## src/rtl/spram_arbiter.sv

```systemverilog
// spram_arbiter: two-requester arbiter in front of a single-port synchronous RAM
// with one-cycle registered, write-through read data.
// Each access walks IDLE -> ADDR -> DATA and returns to IDLE with a one-cycle
// ack to the granted requester, which also receives the RAM word in its rdata.
// Build option: define SPRAM_ARBITER_ROUND_ROBIN_EN to alternate grants on
// contention; without it requester A has fixed priority and no last-grant
// register exists.
module spram_arbiter #(
  parameter int unsigned address_width = 10,
  parameter int unsigned data_width    = 8
) (
  input  logic                     clock,
  input  logic                     reset,
  // requester A
  input  logic                     a_req,
  input  logic                     a_wr,
  input  logic [address_width-1:0] a_addr,
  input  logic [data_width-1:0]    a_wdata,
  output logic                     a_ack,
  output logic [data_width-1:0]    a_rdata,
  // requester B
  input  logic                     b_req,
  input  logic                     b_wr,
  input  logic [address_width-1:0] b_addr,
  input  logic [data_width-1:0]    b_wdata,
  output logic                     b_ack,
  output logic [data_width-1:0]    b_rdata,
  // single-port RAM
  output logic                     ram_wren,
  output logic [address_width-1:0] ram_address,
  output logic [data_width-1:0]    ram_data,
  input  logic [data_width-1:0]    ram_q,
  // status
  output logic                     busy
);

  typedef enum logic [1:0] {
    IDLE = 2'd0,
    ADDR = 2'd1,
    DATA = 2'd2
  } state_t;

  state_t state;

  // Owner of the access in flight: 0 = A, 1 = B.
  logic   grant_b;

  // A requester whose ack is high is in its ack cycle and must not be
  // re-granted on the same edge; a held req becomes a new request next cycle.
  logic   a_elig;
  logic   b_elig;
  logic   pick_b;

`ifdef SPRAM_ARBITER_ROUND_ROBIN_EN
  // 1 = B was granted most recently.
  logic   last_b;
`endif

  // Eligibility and winner selection for the IDLE decision.
  always_comb begin
    a_elig = a_req && !a_ack;
    b_elig = b_req && !b_ack;
`ifdef SPRAM_ARBITER_ROUND_ROBIN_EN
    if (a_elig && b_elig) begin
      pick_b = !last_b;
    end else begin
      pick_b = b_elig;
    end
`else
    pick_b = b_elig && !a_elig;
`endif
  end

  // Access sequencer with registered RAM controls, acks, read data and busy.
  always_ff @(posedge clock) begin
    if (reset) begin
      state       <= IDLE;
      grant_b     <= 1'b0;
      a_ack       <= 1'b0;
      b_ack       <= 1'b0;
      a_rdata     <= '0;
      b_rdata     <= '0;
      ram_wren    <= 1'b0;
      ram_address <= '0;
      ram_data    <= '0;
      busy        <= 1'b0;
`ifdef SPRAM_ARBITER_ROUND_ROBIN_EN
      last_b      <= 1'b1;
`endif
    end else begin
      a_ack <= 1'b0;
      b_ack <= 1'b0;
      case (state)
        IDLE: begin
          if (a_elig || b_elig) begin
            state       <= ADDR;
            busy        <= 1'b1;
            grant_b     <= pick_b;
            ram_wren    <= pick_b ? b_wr    : a_wr;
            ram_address <= pick_b ? b_addr  : a_addr;
            ram_data    <= pick_b ? b_wdata : a_wdata;
`ifdef SPRAM_ARBITER_ROUND_ROBIN_EN
            last_b      <= pick_b;
`endif
          end
        end
        ADDR: begin
          // RAM samples address/data/wren on this edge; ram_q is valid in DATA.
          state    <= DATA;
          ram_wren <= 1'b0;
        end
        DATA: begin
          state <= IDLE;
          busy  <= 1'b0;
          if (grant_b) begin
            b_rdata <= ram_q;
            b_ack   <= 1'b1;
          end else begin
            a_rdata <= ram_q;
            a_ack   <= 1'b1;
          end
        end
        default: begin
          state    <= IDLE;
          busy     <= 1'b0;
          ram_wren <= 1'b0;
        end
      endcase
    end
  end

endmodule

```

## config.mk

```make
export PLATFORM = sky130hd
export DESIGN_NAME = spram_arbiter
export DESIGN_NICKNAME = d
export VERILOG_FILES = /design/src/rtl/spram_arbiter.sv
export SDC_FILE = /design/constraint.sdc
export NUM_CORES = 1
export LEC_CHECK = 0
export CORE_ASPECT_RATIO = 0.7
export CORE_MARGIN = 4
export CORE_UTILIZATION = 42
export CTS_CLUSTER_SIZE = 12
export DETAILED_ROUTE_END_ITERATION = 6
export PLACE_DENSITY = 0.89
export SLEW_MARGIN = 20
export SYNTH_ARGS = -nofsm -noshare
export SYNTH_HDL_FRONTEND = slang
export SYNTH_SLANG_ARGS = --single-unit
```

## constraint.sdc

```tcl
create_clock -name clock -period 3.79 [get_ports clock]
set_input_delay 0.758 -clock clock [delete_from_list [all_inputs] [get_ports clock]]
set_output_delay 0.758 -clock clock [all_outputs]
set_load 0.1 [all_outputs]
```

==> impl_metrics.py, run 1 <==
metrics = {
    "status": {
        "status": "finished, final reports clean",
    },
    "sta": {
        "relSlewSlack_pct": 32.5,
        "fin_crit_ns": 2.56,
        "hold_violations": 0,
        "setup_viol_count_final": 0,
        "timing.final.crit_share_pct": 67.5,
        "fin_hold_ws_ns": 0.490,
        "finClkSkew_ns": 0.00246,
        "max_freq_mhz": 391,
        "setup_tns_ns": 0,
        "rsz0062_at_grt": "false",
        "slew_violations": 0,
        "worstMarginPinSlew_ns": 1.01,
    },
    "clocking": {
        "clock-sinks": 41,
        "ctsHoldBuffers": 0,
        "clock_latency_ns": 0.28,
        "cts_buffers": 5,
        "h-tree-depth": 2,
        "post-cts-setup-buffers": 0,
        "root_buffer": "clkbuf_8",
        "clk_pin_slew_ns": 0.07,
        "cts_buffer_depth": 2,
        "cts_tree": "yes",
        "cts_resized": 0,
    },
    "drt": {
        "drt-vias-per-instance": 5.07,
        "vias": 1596,
        "drt_iter0_markers": 51,
        "ant_nets": 0,
        "drc": 0,
        "drt-total-wl_um": 4890,
        "first_pass_iters": 4,
        "wire_per_inst_um": 15.5,
    },
    "setup_path": {
        "path_cells": "clkdlybuf4s50_1",
        "cp.depth": 1,
        "arrival_ns": 1.80,
        "worstPathRequired_ns": 3.03,
        "slowest_delay_ns": 1.15,
        "ff2ff_path_depth": 3,
        "cpMaxStageDelayCell": "clkdlybuf4s50_1",
        "rr_endpoint": "a_rdata[2]",
        "worstPathMaxFanout": 2,
        "startpoint": "a_rdata[6]",
        "crit_family": "buffers and inverters",
        "rrSetupSlack_ns": 1.99,
        "crit_type": "register to output port",
        "critPathCapture": "a_rdata[6]",
        "rr_startpoint": "state[1]",
        "start_kind": "register",
        "cp-end-kind": "output port",
        "critPathBufInv": 1,
    },
    "synthesis": {
        "yosysUniqueCellTypes": 21,
        "avgSynthCellArea_um2": 9.19,
        "yosysWarningCount": 0,
        "synth_compound_area_share_pct": 19.0,
        "yosys.area_share.adder_pct": 0,
        "muxShareOfSynthArea_pct": 9.62,
        "yosys.area_share.simple_pct": 18.3,
        "synth-xor-area-share_pct": 0,
        "ys_seq_elements": 41,
        "syn-cell-area_um2": 1660,
        "synthesis.nets": 231,
        "synth_top_family_by_area": "compound AO/OA/AOI/OAI gates",
        "synth-seq-area-share_pct": 49.3,
        "synthCells": 181,
    },
    "hold_path": {
        "min_from": "busy",
        "hold_class": "register to register",
    },
    "place": {
        "portBuffers": 87,
        "dp_hpwl_um": 3550,
        "dpl-instance-area_um2": 2550,
        "gp_congestion": 0.782,
    },
    "global_routing": {
        "antenna_found_initial": 0,
        "grt_pass1_wl_um": 7580,
        "grt_pass1_vias": 1543,
        "grt-ovfl-total": 0,
        "grt_start_max_net_pins": 42,
        "grt_use_total_pct": 19.4,
    },
    "layout": {
        "nNetsFinal": 315,
        "area_delta_synth_final_pct": 58.5,
        "drive_above_1_share_pct": 8.30,
        "num_antenna_cells": 0,
        "finalInstanceArea_um2": 2640,
    },
    "floorplan": {
        "die_y_um": 60.7,
        "rows": 18,
        "io_pins": 88,
        "core_um2": 3670,
        "fp.dieW_um": 83.2,
        "start_util_pct": 45.3,
        "dieArea_um2": 5050,
    },
    "power": {
        "ir_worst_vdd_mv": 0.332,
        "p_per_area_nw_per_um2": 456,
        "leakagePower_nw": 1.05,
    },
    "flow_run": {
        "drv_cap": 0,
    },
}
## flip-flops by register name (all words and copies together) (netlist names)
name,cells
ram_data,8
a_rdata,8
a_ack,1
ram_address,10
ram_wren,1
b_ack,1
state,2
grant_b,1
b_rdata,8
busy,1
## cell families (layout without fill, tap and decap cells)
kind of cell / after synthesis / after routing
and+or+nand+nor: 71 / 71
AOI/OAI and AO/OA: 41 / 41
DFF: 41 / 41
muxes: 16 / 16
buffers and inverters: 12 / 96
## metrics by stage
step	std cells	util, %	total power, W	setup slack [ns]
floorplan	181	-	0.000799	1.96
detailed placement	308	69.5	0.000930	1.15
CTS	315	71.8	0.00121	1.22
global placement	308	69.5	0.000923	1.23
finish	315	71.8	0.00120	1.23
global route	315	71.8	0.00125	1.19
## Yosys cell counts, drive strengths merged
library cell	n	area, um2
nand3b	3	22.5
a311oi	2	17.5
nor2	40	153
buf	8	46.3
nand2b	3	18.8
nor3b	2	15.0
nand2	20	77.6
o21ai	2	10.0
a211oi	17	173
clkbuf	4	15.0
a21boi	1	18.8
nor2b	3	18.8
a21oi	18	90.1
mux2i	16	160
dfxtp	41	821
a22oi	1	7.51
## where the power goes
group          total (W)  internal (W)  switching, W
Clock           0.000280      0.000144      0.000136
Combinational   0.000440      0.000134      0.000306
Sequential      0.000482      0.000463     0.0000192
Total            0.00120      0.000741      0.000461
## layer usage
metal / track usage, % / share of wire [%] / vias up / wire length [um]
met2: 31.1 / 46 / 56 / 2240
met5: 0 / 0 / - / 0
met4: 7.69 / 1.5 / 0 / 74
met1: 25.1 / 46 / 743 / 2240
met3: 5.97 / 7.1 / 8 / 346
li1: - / - / 789 / -
## how the worst min path moves through the flow
stage	endpoint	depth (start not counted)	slack (ns)
final	busy	2	0.49
after global routing	ram_address[0]	2	0.52
after floorplan	ram_wren	1	0.46
after CTS	busy	2	0.49
after global placement	busy	2	0.47
after detailed placement	busy	2	0.48
## cells in the final DEF (no fill, tap or decap)
| cell type | count |
|---|---|
| nor2_2 | 1 |
| nor3b_2 | 1 |
| nand2_2 | 1 |
| a21boi_4 | 1 |
| mux2i_1 | 16 |
| a211oi_2 | 9 |
| o21ai_1 | 1 |
| nand2_1 | 19 |
| dfxtp_1 | 41 |
| a22oi_1 | 1 |
| clkbuf_8 | 6 |
| nand2b_1 | 3 |
| buf_4 | 2 |
| nor3b_1 | 1 |
| a211oi_1 | 8 |
| nand3b_1 | 3 |
| a21oi_1 | 18 |
| nor2b_1 | 3 |
| o21ai_0 | 1 |
| clkbuf_1 | 1 |
| buf_2 | 1 |
| a311oi_1 | 2 |
| nor2_1 | 39 |
| clkdlybuf4s50_1 | 86 |
## area by class of cell
class / count / area [um2]
Tap cell: 50 / 62.6
Multi-Input combinational cell: 128 / 787
Clock buffer: 7 / 86.3
Timing Repair Buffer: 89 / 881
Sequential cell: 41 / 821
Fill cell: 283 / 1030
Power figures use the tool's default switching activity.
==> inputs of run 2 (changes only) <==
--- a/config.mk
+++ b/config.mk
@@ -7,10 +7,10 @@
 export LEC_CHECK = 0
 export CORE_ASPECT_RATIO = 0.7
 export CORE_MARGIN = 4
-export CORE_UTILIZATION = 42
+export CORE_UTILIZATION = 35
 export CTS_CLUSTER_SIZE = 12
 export DETAILED_ROUTE_END_ITERATION = 6
-export PLACE_DENSITY = 0.89
+export PLACE_DENSITY = 0.8
 export SLEW_MARGIN = 20
 export SYNTH_ARGS = -nofsm -noshare
 export SYNTH_HDL_FRONTEND = slang
==> constraint.sdc (replaced) <==
create_clock -name clock -period 2.2 [get_ports clock]
set_input_delay 0.44 -clock clock [delete_from_list [all_inputs] [get_ports clock]]
set_output_delay 0.44 -clock clock [all_outputs]
set_load 0.1 [all_outputs]
==> run 2 against run 1 <==
Clock power increased by 120%. Sequential power is 72% higher. Clock skew up 0.0031 ns. Non-clock buffer count grew 5. Global-route usage is 3.3 points lower. Setup slack got worse by 0.65 ns. Utilization down 13 points. Highest routed layer unchanged.
==> impl_metrics.py, run 2 (synthesized netlist as in run 1, its figures left out) <==
metrics = {
    "sta": {
        "setup_tns_ns": 0,
        "rsz0062_at_grt": "false",
        "slew_violations": 0,
        "hold_violations": 0,
        "worstMarginPinSlew_ns": 0.628,
        "fin_hold_ws_ns": 0.476,
        "fin_crit_ns": 1.62,
        "timing.final.crit_share_pct": 73.7,
        "relSlewSlack_pct": 58.1,
        "finClkSkew_ns": 0.00556,
        "max_freq_mhz": 617,
        "setup_viol_count_final": 0,
    },
    "layout": {
        "area_delta_synth_final_pct": 57.4,
        "layout_common_cells": "48 x clkdlybuf4s50_1, 45 x buf_4, 41 x dfxtp_1",
        "fillers": 400,
        "final_cells": 326,
        "register_area_um2": 821,
        "drive_above_1_share_pct": 24.7,
        "finalInstanceArea_um2": 2620,
        "largest_reg_flops": 10,
        "post-route-util_pct": 58.8,
        "num_antenna_cells": 0,
        "multi_input_area_um2": 787,
        "nNetsFinal": 320,
        "top_register": "ram_address",
        "final_common_cell": "clkdlybuf4s50_1",
    },
    "floorplan": {
        "start_util_pct": 37.4,
        "rows": 20,
        "io_pins": 88,
        "fp.dieW_um": 90.4,
        "core_um2": 4450,
        "dieArea_um2": 5940,
        "die_y_um": 65.7,
    },
    "setup_path": {
        "rr_endpoint": "b_rdata[0]",
        "cp-end-kind": "register",
        "start_kind": "primary input",
        "critPathCapture": "ram_data[1]",
        "worstPathRequired_ns": 2.35,
        "slowest_delay_ns": 0.48,
        "rr_startpoint": "state[1]",
        "worstPathMaxFanout": 20,
        "cp.depth": 6,
        "path_cells": "clkdlybuf4s50_1, nor2b_1, o21ai_1, buf_4, a21oi_1, a211oi_2",
        "startpoint": "b_req",
        "arrival_ns": 1.77,
        "rrSetupSlack_ns": 0.84,
        "crit_family": "buffers and inverters",
        "ff2ff_path_depth": 3,
        "crit_type": "primary input to register",
        "cpMaxStageDelayCell": "clkdlybuf4s50_1",
        "critPathBufInv": 2,
    },
    "power": {
        "leakagePower_nw": 1.15,
        "ir_worst_vdd_mv": 0.476,
        "p_per_area_nw_per_um2": 839,
    },
    "place": {
        "gp_congestion": 0.817,
        "dp_hpwl_um": 3550,
        "dpl-instance-area_um2": 2500,
        "portBuffers": 87,
        "dp.cells": 318,
    },
    "clocking": {
        "cts_buffers": 5,
        "cts_buffer_depth": 2,
        "root_buffer": "clkbuf_8",
        "clock_latency_ns": 0.29,
        "cts_resized": 0,
        "cts_tree": "yes",
        "ctsHoldBuffers": 0,
        "h-tree-depth": 2,
        "clock-sinks": 41,
        "clk_pin_slew_ns": 0.08,
        "post-cts-setup-buffers": 0,
    },
    "drt": {
        "first_pass_iters": 4,
        "drt-total-wl_um": 4690,
        "drc": 0,
        "drt_iter0_markers": 45,
        "vias": 1576,
        "ant_nets": 0,
        "drt-vias-per-instance": 4.83,
        "wire_per_inst_um": 14.4,
    },
    "global_routing": {
        "grt_use_total_pct": 16.0,
        "grt_start_max_net_pins": 29,
        "busiest_layer": "met2",
        "use_met3_pct": 5.15,
        "antenna_found_initial": 0,
        "grt_util_met2_pct": 24.2,
        "grt_pass1_wl_um": 7600,
        "grt_pass1_vias": 1524,
        "grt-ovfl-total": 0,
        "grtUsageMet1_pct": 21.4,
    },
    "status": {
        "status": "finished, final reports clean",
    },
    "hold_path": {
        "hold_class": "register to register",
    },
    "flow_run": {
        "drv_cap": 0,
    },
}
## run 2: cell types whose count changed in the layout (fill, tap and decap cells not counted), sizes merged
cell / delta
bufinv: +1
clkdlybuf4s50: -38
buf: +42
clkinvlp: +1
## run 2: cell type report
cell class                 instances  share of cell area, %
timing repair buffer              94                   31.4
sequential                        41                   31.3
multi-input combinational        128                   30.0
clock buffer                       6                   3.15
tap                               55                   2.63
clock inverter                     2                   1.43
## run 2: report_power, final
group	internal, W	switching [W]	total [W]	leakage (nW)
registers	0.000796	0.0000331	0.000829	0.336
clock network	0.000369	0.000254	0.000622	0.0574
logic	0.000222	0.000524	0.000746	0.761
## run 2: how the worst min path moves through the flow
stage | startpoint | end | slack [ns] | cells after the start
floorplan | state[0] | ram_wren | 0.46 | 1
global placement | busy | busy | 0.47 | 2
detailed placement | busy | busy | 0.46 | 2
CTS | busy | busy | 0.48 | 2
global route | busy | busy | 0.51 | 2
finish | busy | busy | 0.48 | 2
## run 2: metrics by stage
stage,worst slack (ns),total power [W]
6_report,0.579,0.00220
3_3_place_gp,0.346,0.00159
4_1_cts,0.595,0.00222
3_5_place_dp,0.290,0.00159
2_1_floorplan,0.368,0.00138
5_1_grt,0.466,0.00230
## run 2: worst min-delay path: stages, from the launching register on
cell and delay, ns:
dfxtp_1 0.31, nand2b_1 0.06, a21oi_1 0.06
## run 2: per-layer routing
metal	up-vias	part of all wire [%]
met5	-	0
met4	0	1.6
met3	7	6.4
met2	54	44
met1	720	48
li1	795	-
==> inputs of run 3 (changes only) <==
--- a/config.mk
+++ b/config.mk
@@ -7,10 +7,10 @@
 export LEC_CHECK = 0
 export CORE_ASPECT_RATIO = 0.7
 export CORE_MARGIN = 4
-export CORE_UTILIZATION = 35
+export CORE_UTILIZATION = 39
 export CTS_CLUSTER_SIZE = 12
 export DETAILED_ROUTE_END_ITERATION = 6
-export PLACE_DENSITY = 0.8
+export PLACE_DENSITY = 0.84
 export SLEW_MARGIN = 20
 export SYNTH_ARGS = -nofsm -noshare
 export SYNTH_HDL_FRONTEND = slang
==> constraint.sdc (replaced) <==
create_clock -name clock -period 1.6 [get_ports clock]
set_input_delay 0.32 -clock clock [delete_from_list [all_inputs] [get_ports clock]]
set_output_delay 0.32 -clock clock [all_outputs]
set_load 0.1 [all_outputs]
==> run 3 against run 2 <==
Final area grew 20%. Utilization rose by 20 points. Sequential share of layout area is 5.2 points lower. Final cell count increased by 1.5%.
==> impl_metrics.py, run 3 (synthesized netlist as in run 1, its figures left out) <==
metrics = {
    "clocking": {
        "cts_buffer_depth": 2,
        "root_buffer": "clkbuf_8",
        "cts_buffers": 5,
        "cts_resized": 0,
        "clk_pin_slew_ns": 0.07,
        "clock_latency_ns": 0.29,
        "post-cts-setup-buffers": 0,
        "ctsHoldBuffers": 0,
        "h-tree-depth": 2,
        "clock-sinks": 41,
        "cts_tree": "yes",
    },
    "hold_path": {
        "hold_class": "primary input to register",
    },
    "power": {
        "switching_power_w": 0.00115,
        "total_power_w": 0.00310,
        "clock_power_share_pct": 22.1,
        "ir_worst_vdd_mv": 0.979,
        "p_per_area_nw_per_um2": 983,
        "comb_power_share_pct": 39.9,
        "seqPwrFrac_pct": 38.0,
        "leakagePower_nw": 1.31,
        "p_sw_share_pct": 37.3,
        "internal-power_w": 0.00194,
    },
    "sta": {
        "relSlewSlack_pct": 76.4,
        "hold_violations": 0,
        "setup_viol_count_final": 0,
        "fin_crit_ns": 1.47,
        "max_freq_mhz": 682,
        "slew_violations": 0,
        "worst_slack_ns": 0.133,
        "timing.final.crit_share_pct": 91.7,
        "worstMarginPinSlew_ns": 0.353,
        "finClkSkew_ns": 0.00209,
        "rsz0062_at_grt": "false",
    },
    "setup_path": {
        "rr_endpoint": "ram_wren",
        "critPathCapture": "ram_wren",
        "slowest_delay_ns": 0.48,
        "crit_type": "primary input to register",
        "cpMaxStageDelayCell": "clkdlybuf4s50_1",
        "worstPathRequired_ns": 1.80,
        "rr_startpoint": "b_ack",
        "path_cells": "clkdlybuf4s50_1, nand2b_1, nor2_1, buf_12, nand3b_1, a311oi_1",
        "startpoint": "b_req",
        "start_kind": "primary input",
        "arrival_ns": 1.67,
        "ff2ff_path_depth": 5,
        "worstPathMaxFanout": 20,
        "rrSetupSlack_ns": 0.22,
        "cp-end-kind": "register",
    },
    "place": {
        "gp_congestion": 0.723,
        "portBuffers": 87,
        "dp_hpwl_um": 3950,
        "dpl-instance-area_um2": 3070,
        "dp.cells": 324,
        "place_ws_ns": -0.184,
    },
    "layout": {
        "top_register": "ram_address",
        "finalInstanceArea_um2": 3150,
        "fillers": 261,
        "final_common_cell": "clkdlybuf4s50_1",
        "largest_reg_flops": 10,
        "final_cells": 331,
        "layout_common_cells": "48 x clkdlybuf4s50_1, 40 x buf_12, 39 x nor2_1, 39 x dfxtp_1, 19 x nand2_1",
        "post-route-util_pct": 78.5,
        "nNetsFinal": 329,
        "num_antenna_cells": 0,
        "area_delta_synth_final_pct": 89.5,
        "drive_above_1_share_pct": 27.2,
    },
    "drt": {
        "highest_layer": "met4",
        "dr_wl_met3_um": 415,
        "first_pass_iters": 4,
        "drt-vias-per-instance": 4.95,
        "wl_met1_um": 1980,
        "vias": 1640,
        "drt-total-wl_um": 4990,
        "wire_per_inst_um": 15.1,
        "drt_iter0_markers": 67,
        "drc": 0,
        "ant_nets": 0,
        "wl_met2_um": 2530,
    },
    "floorplan": {
        "rows": 19,
        "core_um2": 4020,
        "fp.dieW_um": 86.1,
        "die_y_um": 62.7,
        "dieArea_um2": 5390,
        "io_pins": 88,
        "start_util_pct": 41.4,
    },
    "status": {
        "status": "finished, final reports clean",
    },
    "flow_run": {
        "drv_cap": 0,
    },
    "global_routing": {
        "grt_pass1_vias": 1691,
        "grt_start_max_net_pins": 21,
        "grt_pass1_wl_um": 7940,
        "antenna_found_initial": 0,
        "grt-ovfl-total": 0,
        "grt_use_total_pct": 18.6,
    },
}
[run 3: cell count changes in the layout (fill, tap and decap cells not counted), moves of 2 or more]
cell	delta
dfxtp_2	+2
buf_4	-31
dfxtp_1	-2
buf_12	+40
[run 3: layout make-up]
type	count	area [um2]	area share, %
Sequential cell	41	823	26.1
Multi-Input combinational cell	128	787	25.0
Tap cell	52	65.1	2.06
Timing Repair Buffer	103	1390	44.1
Clock buffer	7	86.3	2.74
[run 3: power by group through the flow]
stage,clock network (W),registers [W],logic (W)
3_3_place_gp,0,0.00120,0.00122
3_5_place_dp,0,0.00120,0.00124
4_1_cts,0.000698,0.00118,0.00125
2_1_floorplan,0,0.00165,0.000242
6_report,0.000683,0.00118,0.00124
5_1_grt,0.000740,0.00119,0.00129
[run 3: routing by layer]
| layer | global-route usage, % | vias to the layer above |
|---|---|---|
| li1 | - | 814 |
| met1 | 20.6 | 763 |
| met2 | 32.7 | 56 |
| met3 | 7.11 | 7 |
| met4 | 5.93 | 0 |
| met5 | 0 | - |
[run 3: stage by stage]
stage / setup TNS [ns] / hold slack [ns]
2_1_floorplan: 0 / 0.384
3_3_place_gp: -1.02 / 0.498
3_5_place_dp: -2.54 / 0.520
4_1_cts: 0 / 0.399
5_1_grt: 0 / 0.420
6_report: 0 / 0.411
[run 3: worst max-delay path, delay by kind of cell]
| kind | cells | cell delay [ns] |
|---|---|---|
| simple gates | 3 | 0.44 |
| buf+inv | 2 | 0.67 |
| compound gates | 1 | 0.24 |
[run 3: how the worst min path moves through the flow]
stage / start / to / slack [ns] / depth (start not counted)
final: reset / a_ack / 0.41 / 2
after global routing: reset / state[0] / 0.42 / 2
after CTS: reset / a_ack / 0.40 / 2
after detailed placement: busy / busy / 0.52 / 2
after global placement: busy / busy / 0.50 / 2
after floorplan: reset / a_ack / 0.38 / 1
